`src/rtl/byte_arb_pkg.sv`:
```
// byte_arb_pkg: shared widths, FSM states and grantee encoding for byte_reg_arbiter
package byte_arb_pkg;
  localparam int REG_AW = 3;
  localparam int REG_DW = 8;
  typedef enum logic [1:0] {IDLE, ISSUE, RDWAIT, DONE} state_t;
  typedef enum logic {GNT_A = 1'b0, GNT_B = 1'b1} gnt_t;
endpackage

```
`src/rtl/byte_reg_arbiter_if.sv`:
```
// byte_reg_arbiter_if: two requester ports plus the shared downstream register port
interface byte_reg_arbiter_if;
  import byte_arb_pkg::*;
  logic [REG_AW-1:0] a_address, b_address, out_address;
  logic a_read, a_write, b_read, b_write, out_read, out_write;
  logic [REG_DW-1:0] a_writedata, b_writedata, out_writedata;
  logic [REG_DW-1:0] a_readdata, b_readdata, out_readdata;
  logic a_waitrequest, b_waitrequest;
  modport slave (
    input a_address, a_read, a_write, a_writedata, b_address, b_read, b_write, b_writedata, out_readdata,
    output a_readdata, a_waitrequest, b_readdata, b_waitrequest, out_address, out_read, out_write, out_writedata
  );
  modport master (
    output a_address, a_read, a_write, a_writedata, b_address, b_read, b_write, b_writedata, out_readdata,
    input a_readdata, a_waitrequest, b_readdata, b_waitrequest, out_address, out_read, out_write, out_writedata
  );
endinterface

```
`src/rtl/byte_arb_grant.sv`:
```
// byte_arb_grant: picks the grantee; BYTE_ARB_FIXED_PRIO_EN selects fixed A-first priority instead of round-robin
module byte_arb_grant
  import byte_arb_pkg::*;
(
  input  logic a_req,
  input  logic b_req,
  input  gnt_t last_grant,
  output gnt_t gnt
);
`ifdef BYTE_ARB_FIXED_PRIO_EN
  assign gnt = (a_req || !b_req) ? GNT_A : GNT_B;
`else
  assign gnt = (a_req && (!b_req || last_grant == GNT_B)) ? GNT_A : GNT_B;
`endif
endmodule

```
`src/rtl/byte_reg_arbiter.sv`:
```
// byte_reg_arbiter: serialises two requesters onto one byte register port with waitrequest stretching
module byte_reg_arbiter
  import byte_arb_pkg::*;
#(
  parameter int READ_LATENCY = 1
) (
  input logic clk,
  input logic reset,
  byte_reg_arbiter_if.slave bus
);
  state_t state, state_nx;
  gnt_t gnt, last_grant, pick;
  logic op_wr;
  logic [REG_AW-1:0] addr;
  logic [REG_DW-1:0] wdata, a_rd, b_rd;
  logic [1:0] cnt;
  logic a_req, b_req;
  assign a_req = bus.a_read | bus.a_write;
  assign b_req = bus.b_read | bus.b_write;
  byte_arb_grant u_grant (.a_req(a_req), .b_req(b_req), .last_grant(last_grant), .gnt(pick));
  always_comb begin
    state_nx = state == IDLE   ? ((a_req || b_req) ? ISSUE : IDLE) :
               state == ISSUE  ? (op_wr ? DONE : RDWAIT) :
               state == RDWAIT ? (cnt == 2'd0 ? DONE : RDWAIT) : IDLE;
  end
  always_ff @(posedge clk) state <= reset ? IDLE : state_nx;
  always_ff @(posedge clk) begin
    if (reset) begin
      gnt <= GNT_A;
      last_grant <= GNT_B;
      op_wr <= 1'b0;
      addr <= '0;
      wdata <= '0;
      cnt <= 2'd0;
      a_rd <= '0;
      b_rd <= '0;
    end else begin
      if (state == IDLE && (a_req || b_req)) begin
        gnt <= pick;
        addr <= pick == GNT_A ? bus.a_address : bus.b_address;
        wdata <= pick == GNT_A ? bus.a_writedata : bus.b_writedata;
        op_wr <= pick == GNT_A ? bus.a_write : bus.b_write;
      end
      if (state == ISSUE) cnt <= 2'(READ_LATENCY - 1);
      if (state == RDWAIT) begin
        cnt <= cnt - 2'd1;
        if (cnt == 2'd0 && gnt == GNT_A) a_rd <= bus.out_readdata;
        if (cnt == 2'd0 && gnt == GNT_B) b_rd <= bus.out_readdata;
      end
      if (state == DONE) last_grant <= gnt;
    end
  end
  // Strobes are decoded from the registered state, so they last exactly the ISSUE cycle
  assign bus.out_read = state == ISSUE && !op_wr;
  assign bus.out_write = state == ISSUE && op_wr;
  assign bus.out_address = addr;
  assign bus.out_writedata = wdata;
  assign bus.a_waitrequest = !(state == DONE && gnt == GNT_A);
  assign bus.b_waitrequest = !(state == DONE && gnt == GNT_B);
  assign bus.a_readdata = a_rd;
  assign bus.b_readdata = b_rd;
endmodule

```
`src/flat_wrapper.sv`:
```
// flat-port wrapper written by rule: the top's interface ports become plain ports
module byte_reg_arbiter_flat import byte_arb_pkg::*;
#(
  parameter int READ_LATENCY = 1
)
  (clk, reset, bus_a_address, bus_a_read, bus_a_write, bus_a_writedata, bus_b_address, bus_b_read, bus_b_write, bus_b_writedata, bus_out_readdata, bus_a_readdata, bus_a_waitrequest, bus_b_readdata, bus_b_waitrequest, bus_out_address, bus_out_read, bus_out_write, bus_out_writedata);
  byte_reg_arbiter_if bus_i ();
  input logic clk;
  input logic reset;
  input wire logic [$bits(bus_i.a_address)-1:0] bus_a_address;
  input wire logic [$bits(bus_i.a_read)-1:0] bus_a_read;
  input wire logic [$bits(bus_i.a_write)-1:0] bus_a_write;
  input wire logic [$bits(bus_i.a_writedata)-1:0] bus_a_writedata;
  input wire logic [$bits(bus_i.b_address)-1:0] bus_b_address;
  input wire logic [$bits(bus_i.b_read)-1:0] bus_b_read;
  input wire logic [$bits(bus_i.b_write)-1:0] bus_b_write;
  input wire logic [$bits(bus_i.b_writedata)-1:0] bus_b_writedata;
  input wire logic [$bits(bus_i.out_readdata)-1:0] bus_out_readdata;
  output wire logic [$bits(bus_i.a_readdata)-1:0] bus_a_readdata;
  output wire logic [$bits(bus_i.a_waitrequest)-1:0] bus_a_waitrequest;
  output wire logic [$bits(bus_i.b_readdata)-1:0] bus_b_readdata;
  output wire logic [$bits(bus_i.b_waitrequest)-1:0] bus_b_waitrequest;
  output wire logic [$bits(bus_i.out_address)-1:0] bus_out_address;
  output wire logic [$bits(bus_i.out_read)-1:0] bus_out_read;
  output wire logic [$bits(bus_i.out_write)-1:0] bus_out_write;
  output wire logic [$bits(bus_i.out_writedata)-1:0] bus_out_writedata;
  assign bus_i.a_address = bus_a_address;
  assign bus_i.a_read = bus_a_read;
  assign bus_i.a_write = bus_a_write;
  assign bus_i.a_writedata = bus_a_writedata;
  assign bus_i.b_address = bus_b_address;
  assign bus_i.b_read = bus_b_read;
  assign bus_i.b_write = bus_b_write;
  assign bus_i.b_writedata = bus_b_writedata;
  assign bus_i.out_readdata = bus_out_readdata;
  assign bus_a_readdata = bus_i.a_readdata;
  assign bus_a_waitrequest = bus_i.a_waitrequest;
  assign bus_b_readdata = bus_i.b_readdata;
  assign bus_b_waitrequest = bus_i.b_waitrequest;
  assign bus_out_address = bus_i.out_address;
  assign bus_out_read = bus_i.out_read;
  assign bus_out_write = bus_i.out_write;
  assign bus_out_writedata = bus_i.out_writedata;
  byte_reg_arbiter #(.READ_LATENCY(READ_LATENCY)) u_core (.clk(clk), .reset(reset), .bus(bus_i));
endmodule
```
`config.mk`:
```
export PLATFORM = sky130hd
export DESIGN_NAME = byte_reg_arbiter_flat
export DESIGN_NICKNAME = d
export VERILOG_FILES = /design/src/rtl/byte_arb_pkg.sv /design/src/rtl/byte_reg_arbiter_if.sv /design/src/rtl/byte_arb_grant.sv /design/src/rtl/byte_reg_arbiter.sv /design/src/flat_wrapper.sv
export SDC_FILE = /design/constraint.sdc
export NUM_CORES = 1
export LEC_CHECK = 0
export CAP_MARGIN = 25
export CORE_ASPECT_RATIO = 1.2
export CORE_MARGIN = 8
export CORE_UTILIZATION = 35
export DETAILED_ROUTE_END_ITERATION = 6
export PLACE_DENSITY = 0.72
export SLEW_MARGIN = 0
export SYNTH_ARGS = -nofsm -noshare
export SYNTH_HDL_FRONTEND = slang
export SYNTH_SLANG_ARGS = --single-unit
```
`constraint.sdc`:
```
create_clock -name clk -period 1.56 [get_ports clk]
set_clock_uncertainty 0.2 [all_clocks]
set_input_delay 0.312 -clock clk [delete_from_list [all_inputs] [get_ports clk]]
set_output_delay 0.312 -clock clk [all_outputs]
set_load 0.01 [all_outputs]
```
* Yosys cells after proc, flatten, opt, wreduce, memory -nomap -nowiden
Index checks and enable logic that the tools add are counted.
Word-level totals: register bits 34, input bits 36, output and inout port bits 31
Operators by class: $add $sub $neg 1, eq/ne operators 3, multiplexer cells 12, bitwise gates (word level) 3, reductions and logical operators 19
Operators with widths (number):
- 2-bit two-way mux | 5
- 1-bit logical AND | 8
- 8-bit two-way mux | 1
- 1-bit two-way mux | 5
- 2-bit equality test, second input constant | 2
- 1-bit zero test | 4
- 2-bit zero test | 2
- 2-bit AND reduction | 2
- 3-bit two-way mux | 1
- 2-bit by 1-bit equality test with 1-bit output, second input constant | 1
- 1-bit logical OR | 2
- 1-bit OR | 2
- 2-bit nonzero test | 1
- 2-bit by 1-bit subtractor with 2-bit output, second input constant | 1
- 1-bit NOT | 1

* Logic depth before layout (Yosys ltp)
Gate-level depths: netlist (run 1).
word-level depth 5, depth in mapped cells 6, mapped depth without buffers 5

* Modules after synthesis
Synthesis (run 1) repeated with hierarchy kept, for this count alone.
Second synthesis, totals: cell total of the unflattened synthesis 148, area total of the unflattened synthesis 1527.7 um^2
Modules (own cells, without submodules):
- byte_reg_arbiter | instances 1, cells each 146, area each 1515.2 um^2, sequential area each 680.7 um^2
- byte_arb_grant | instances 1, cells each 2, area each 12.5 um^2, sequential area each 0.0 um^2

* Worst setup path before layout (run 1)
OpenSTA, ideal clock, no wires.
path type flip-flop to flip-flop, from reg u_core.state[0], to reg u_core.b_rd[0], in the netlist u_core.bus.b_readdata[0], arrival time 1.190 ns, required time 1.231 ns, setup slack 0.041 ns, cell stages (with the launch flop) 6, path buffers 0, period minus slack after synthesis 1.519 ns, cells stage by stage dfxtp_1 > inv_1 > ha_1 > nand3_1 > mux2i_1 > nor2_1
Between the ends: cells in the longest elaborated chain, start to end 2
Ends and longest elaborated chain:
- start, declared | RTL line byte_reg_arbiter.sv:11 | state_t state, state_nx;
- start signal, assigned | RTL line byte_reg_arbiter.sv:26 | always_ff @(posedge clk) state <= reset ? IDLE : state_nx;
- 2-bit equality test | RTL line byte_reg_arbiter.sv:45 | if (state == RDWAIT) begin
- 2-bit AND reduction (no line)
- end signal, assigned | RTL line byte_reg_arbiter.sv:48 | if (cnt == 2'd0 && gnt == GNT_B) b_rd <= bus.out_readdata;
- end, declared | RTL line byte_reg_arbiter.sv:15 | logic [REG_DW-1:0] wdata, a_rd, b_rd;
Every way passes these cells. A chain may end at the register's enable or synchronous reset.

* Worst setup path after layout (run 1)
from reg u_core.state[1], to out bus_out_read
Between the ends: cells in the longest elaborated chain, start to end 2
Ends and longest elaborated chain:
- 2-bit by 1-bit equality test with 1-bit output | RTL line byte_reg_arbiter.sv:54 | assign bus.out_read = state == ISSUE && !op_wr;
- 1-bit logical AND | RTL line byte_reg_arbiter.sv:54
- end, declared | RTL line flat_wrapper.sv:24 | output wire logic [$bits(bus_i.out_read)-1:0] bus_out_read;
Every way passes these cells.

==> results.sh, run 1 <==
export IMPL_worstPathRequired_ps=1050
export IMPL_syn_area_sq_um=1570
export IMPL_dieHeight_microns=89.3
export IMPL_dieArea_sq_um=6880
export IMPL_grt_max_degree=16
export IMPL_drt_iter0_drc=84
export IMPL_final_hold_violation_count=0
export IMPL_post_route_util_pct=61.4
export IMPL_layout_area_overhead_vs_synth_pct=68.4
export IMPL_cts_sinks=34
export IMPL_cp_slowest_cell="dfxtp_4"
export IMPL_grt_pass1_vias=1619
export IMPL_yosys_warnings=0
export IMPL_top_level_ports=67
export IMPL_syn_area_per_cell_sq_um=9.66
export IMPL_place_congestion=0.742
export IMPL_yosysMostFrequentCell="dfxtp_1"
export IMPL_hold_slack_ps=291
export IMPL_start_kind="register"
export IMPL_ys_seq_area_share_pct=43.5
export IMPL_synth_largest_area_cell="dfxtp_1"
export IMPL_timing_fmax_mhz=612
export IMPL_async_flop_share_pct=0
export IMPL_p_leak_nw=1.23
export IMPL_clock_path_buffers=2
export IMPL_cp_slowest_stage_delay_ps=380
export IMPL_core_area_sq_um=4290
export IMPL_route_detailed_drc=0
export IMPL_numCtsBuffers=5
export IMPL_die_x_microns=77.0
export IMPL_hpwl_microns=3160
export IMPL_cts_root_buf="clkbuf_8"
export IMPL_via_count=1500
export IMPL_synth_main_ff_cell="dfxtp_1"
export IMPL_synthTopCellsByCount="dfxtp_1 (34), nor2_1 (30), mux2i_1 (16)"
export IMPL_dpl_worst_slack_ps=-466
export IMPL_ys_types=27
export IMPL_p_total_mw=2.25
export IMPL_clk_pin_slew_worst_paths_ps=70
export IMPL_synthTopCellsByArea="dfxtp_1 (43%), a311oi_2 (11%), mux2i_1 (10%), nor2_1 (7.2%), ha_1 (4.0%)"
export IMPL_maxCapViolations=0
export IMPL_diodes=0
export IMPL_synth_top_area_share_pct=43.5
export IMPL_layout_setup_ws_ps=-72.8
export IMPL_hold_path_class="reg2reg"
export IMPL_post_route_period_util_pct=105
export IMPL_outcome="finished, violations left"
export IMPL_finalMaxSlewViolations=0
export IMPL_synth_fp_nets=203
export IMPL_worst_pin_slew_ps=314
export IMPL_start_util_pct=36.5
export IMPL_via_per_inst=4.93
export IMPL_ant_nets=0
export IMPL_drive_above_1_share_pct=25.8
export IMPL_clock_latency_ps=290
export IMPL_first_pass_iters=5
export IMPL_port_buffers=66
export IMPL_worstSetupEndpointType="output port"
export IMPL_crit_fanout=3
export IMPL_ctsHoldBuffers=0
export IMPL_worst_ir_drop_vdd_mv=0.466
export IMPL_track_usage_pct=14.4
export IMPL_finalWirelength_microns=4750
export IMPL_relSlewSlack_pct=79.1
export IMPL_synth_edf_count=0
export IMPL_ys_seq_elements=34
export IMPL_fin_crit_ps=1630
export IMPL_path_cells="inv_4 -> ha_4 -> nor2b_4 -> buf_6"
export IMPL_setup_viol=10
export IMPL_antenna_found_initial=0
export IMPL_power_density_nw_per_um2=853
export IMPL_overflow=0
export IMPL_avgRoutedWirePerCell_microns=15.6
export IMPL_fin_nets=288
export IMPL_violations="setup timing"
export IMPL_syn_instance_count=162
export IMPL_tritoncts="built"
export IMPL_cp_data_arrival_time_ps=1120
export IMPL_rows=26
export IMPL_cts_max_level=2
export IMPL_crit_type="reg2out"
export IMPL_grt_pass1_wl_microns=7900
export IMPL_grt_setup_unrepaired="true"
[final timing paths]
check | startpoint | to | slack [ps] | cells after the start
max | u_core.state[1] | bus_out_read | -70 | 4
min | u_core.bus.b_readdata[3] | u_core.bus.b_readdata[3] | 290 | 2
min reg2reg | u_core.bus.b_readdata[3] | u_core.bus.b_readdata[3] | 290 | 2
max reg2reg | u_core.state[0] | u_core.bus.a_readdata[4] | -30 | 6
[state kept, by name, indices dropped and copies added (netlist names)]
signal and cells:
u_core.bus.a_readdata 8, u_core.op_wr 1, u_core.gnt 1, u_core.bus.b_readdata 8
u_core.last_grant 1, u_core.cnt 2, u_core.state 2, u_core.bus.out_writedata 8
u_core.bus.out_address 3
[cell families after synthesis]
group,Yosys count,share of synthesized area [%]
multiplexers,17,11.0
flip-flops,34,43.5
buffers and inverters,17,5.12
AND/OR/NAND/NOR,56,16.2
AO/OA/AOI/OAI,33,20.2
adder cells (fa/ha/maj),5,4.00
[layout make-up]
class	instances	area, sq um
timing repair buffer	87	831
multi-input combinational	113	931
sequential	34	688
fill	394	1660
clock inverter	1	5.00
tap	56	70.1
clock buffer	7	86.3
inverter	6	25.0
[report_power, final]
group | total (mW) | internal (mW) | switching (mW)
Clock | 0.667 | 0.356 | 0.311
Sequential | 0.975 | 0.930 | 0.0450
Combinational | 0.606 | 0.339 | 0.267
Total | 2.25 | 1.62 | 0.624
[repair_timing]
item                                    in CTS  in global routing
endpoints found under the setup margin      45                 31
setup buffers                                3                  0
resized for setup                           61                 17
cloned                                       3                  0
pin swaps                                    2                  2
[metal layers]
metal | wire, microns | track usage, %
met5 | 0 | 0
met4 | 89 | 7.39
met3 | 382 | 6.54
met2 | 2360 | 24.7
met1 | 1920 | 14.8
[through the flow]
| step | TNS, ps | std cells | cell area [sq um] |
|---|---|---|---|
| after floorplan | 0 | 162 | 1570 |
| after global placement | -6280 | 290 | 2390 |
| after detailed placement | -6690 | 290 | 2390 |
| after CTS | -178 | 304 | 2540 |
| after global routing | -1100 | 304 | 2640 |
| final | -268 | 304 | 2640 |
[cell usage in the layout, fill, tap and decap left out, types with 2 or more instances in the layout]
master and count:
a21oi_1 3, a311oi_2 11, buf_12 4, buf_2 2, buf_4 15, buf_6 4
clkbuf_8 6, clkdlybuf4s50_1 31, dfxtp_1 32, dfxtp_4 2, dlygate4sd2_1 30, ha_1 2
ha_4 3, inv_1 5, mux2i_1 16, nand2_1 3, nand2_2 2, nand2b_1 2
nand3_1 11, nand3b_1 2, nor2_1 29, o21ai_0 11, o41a_4 3
[worst max-delay path, delay by kind of cell (launching register included)]
kind,cells,cell delay (ps)
fa+ha+maj,1,160
buf+inv,2,170
flops,1,380
simple gates,1,120
Power figures use the tool's default switching activity.
==> run 2, diff against run 1 <==
Settings changed: SLEW_MARGIN 0 to default.
==> results of run 2 <==
Final layout, timing and power as in run 1 (identical DEF).
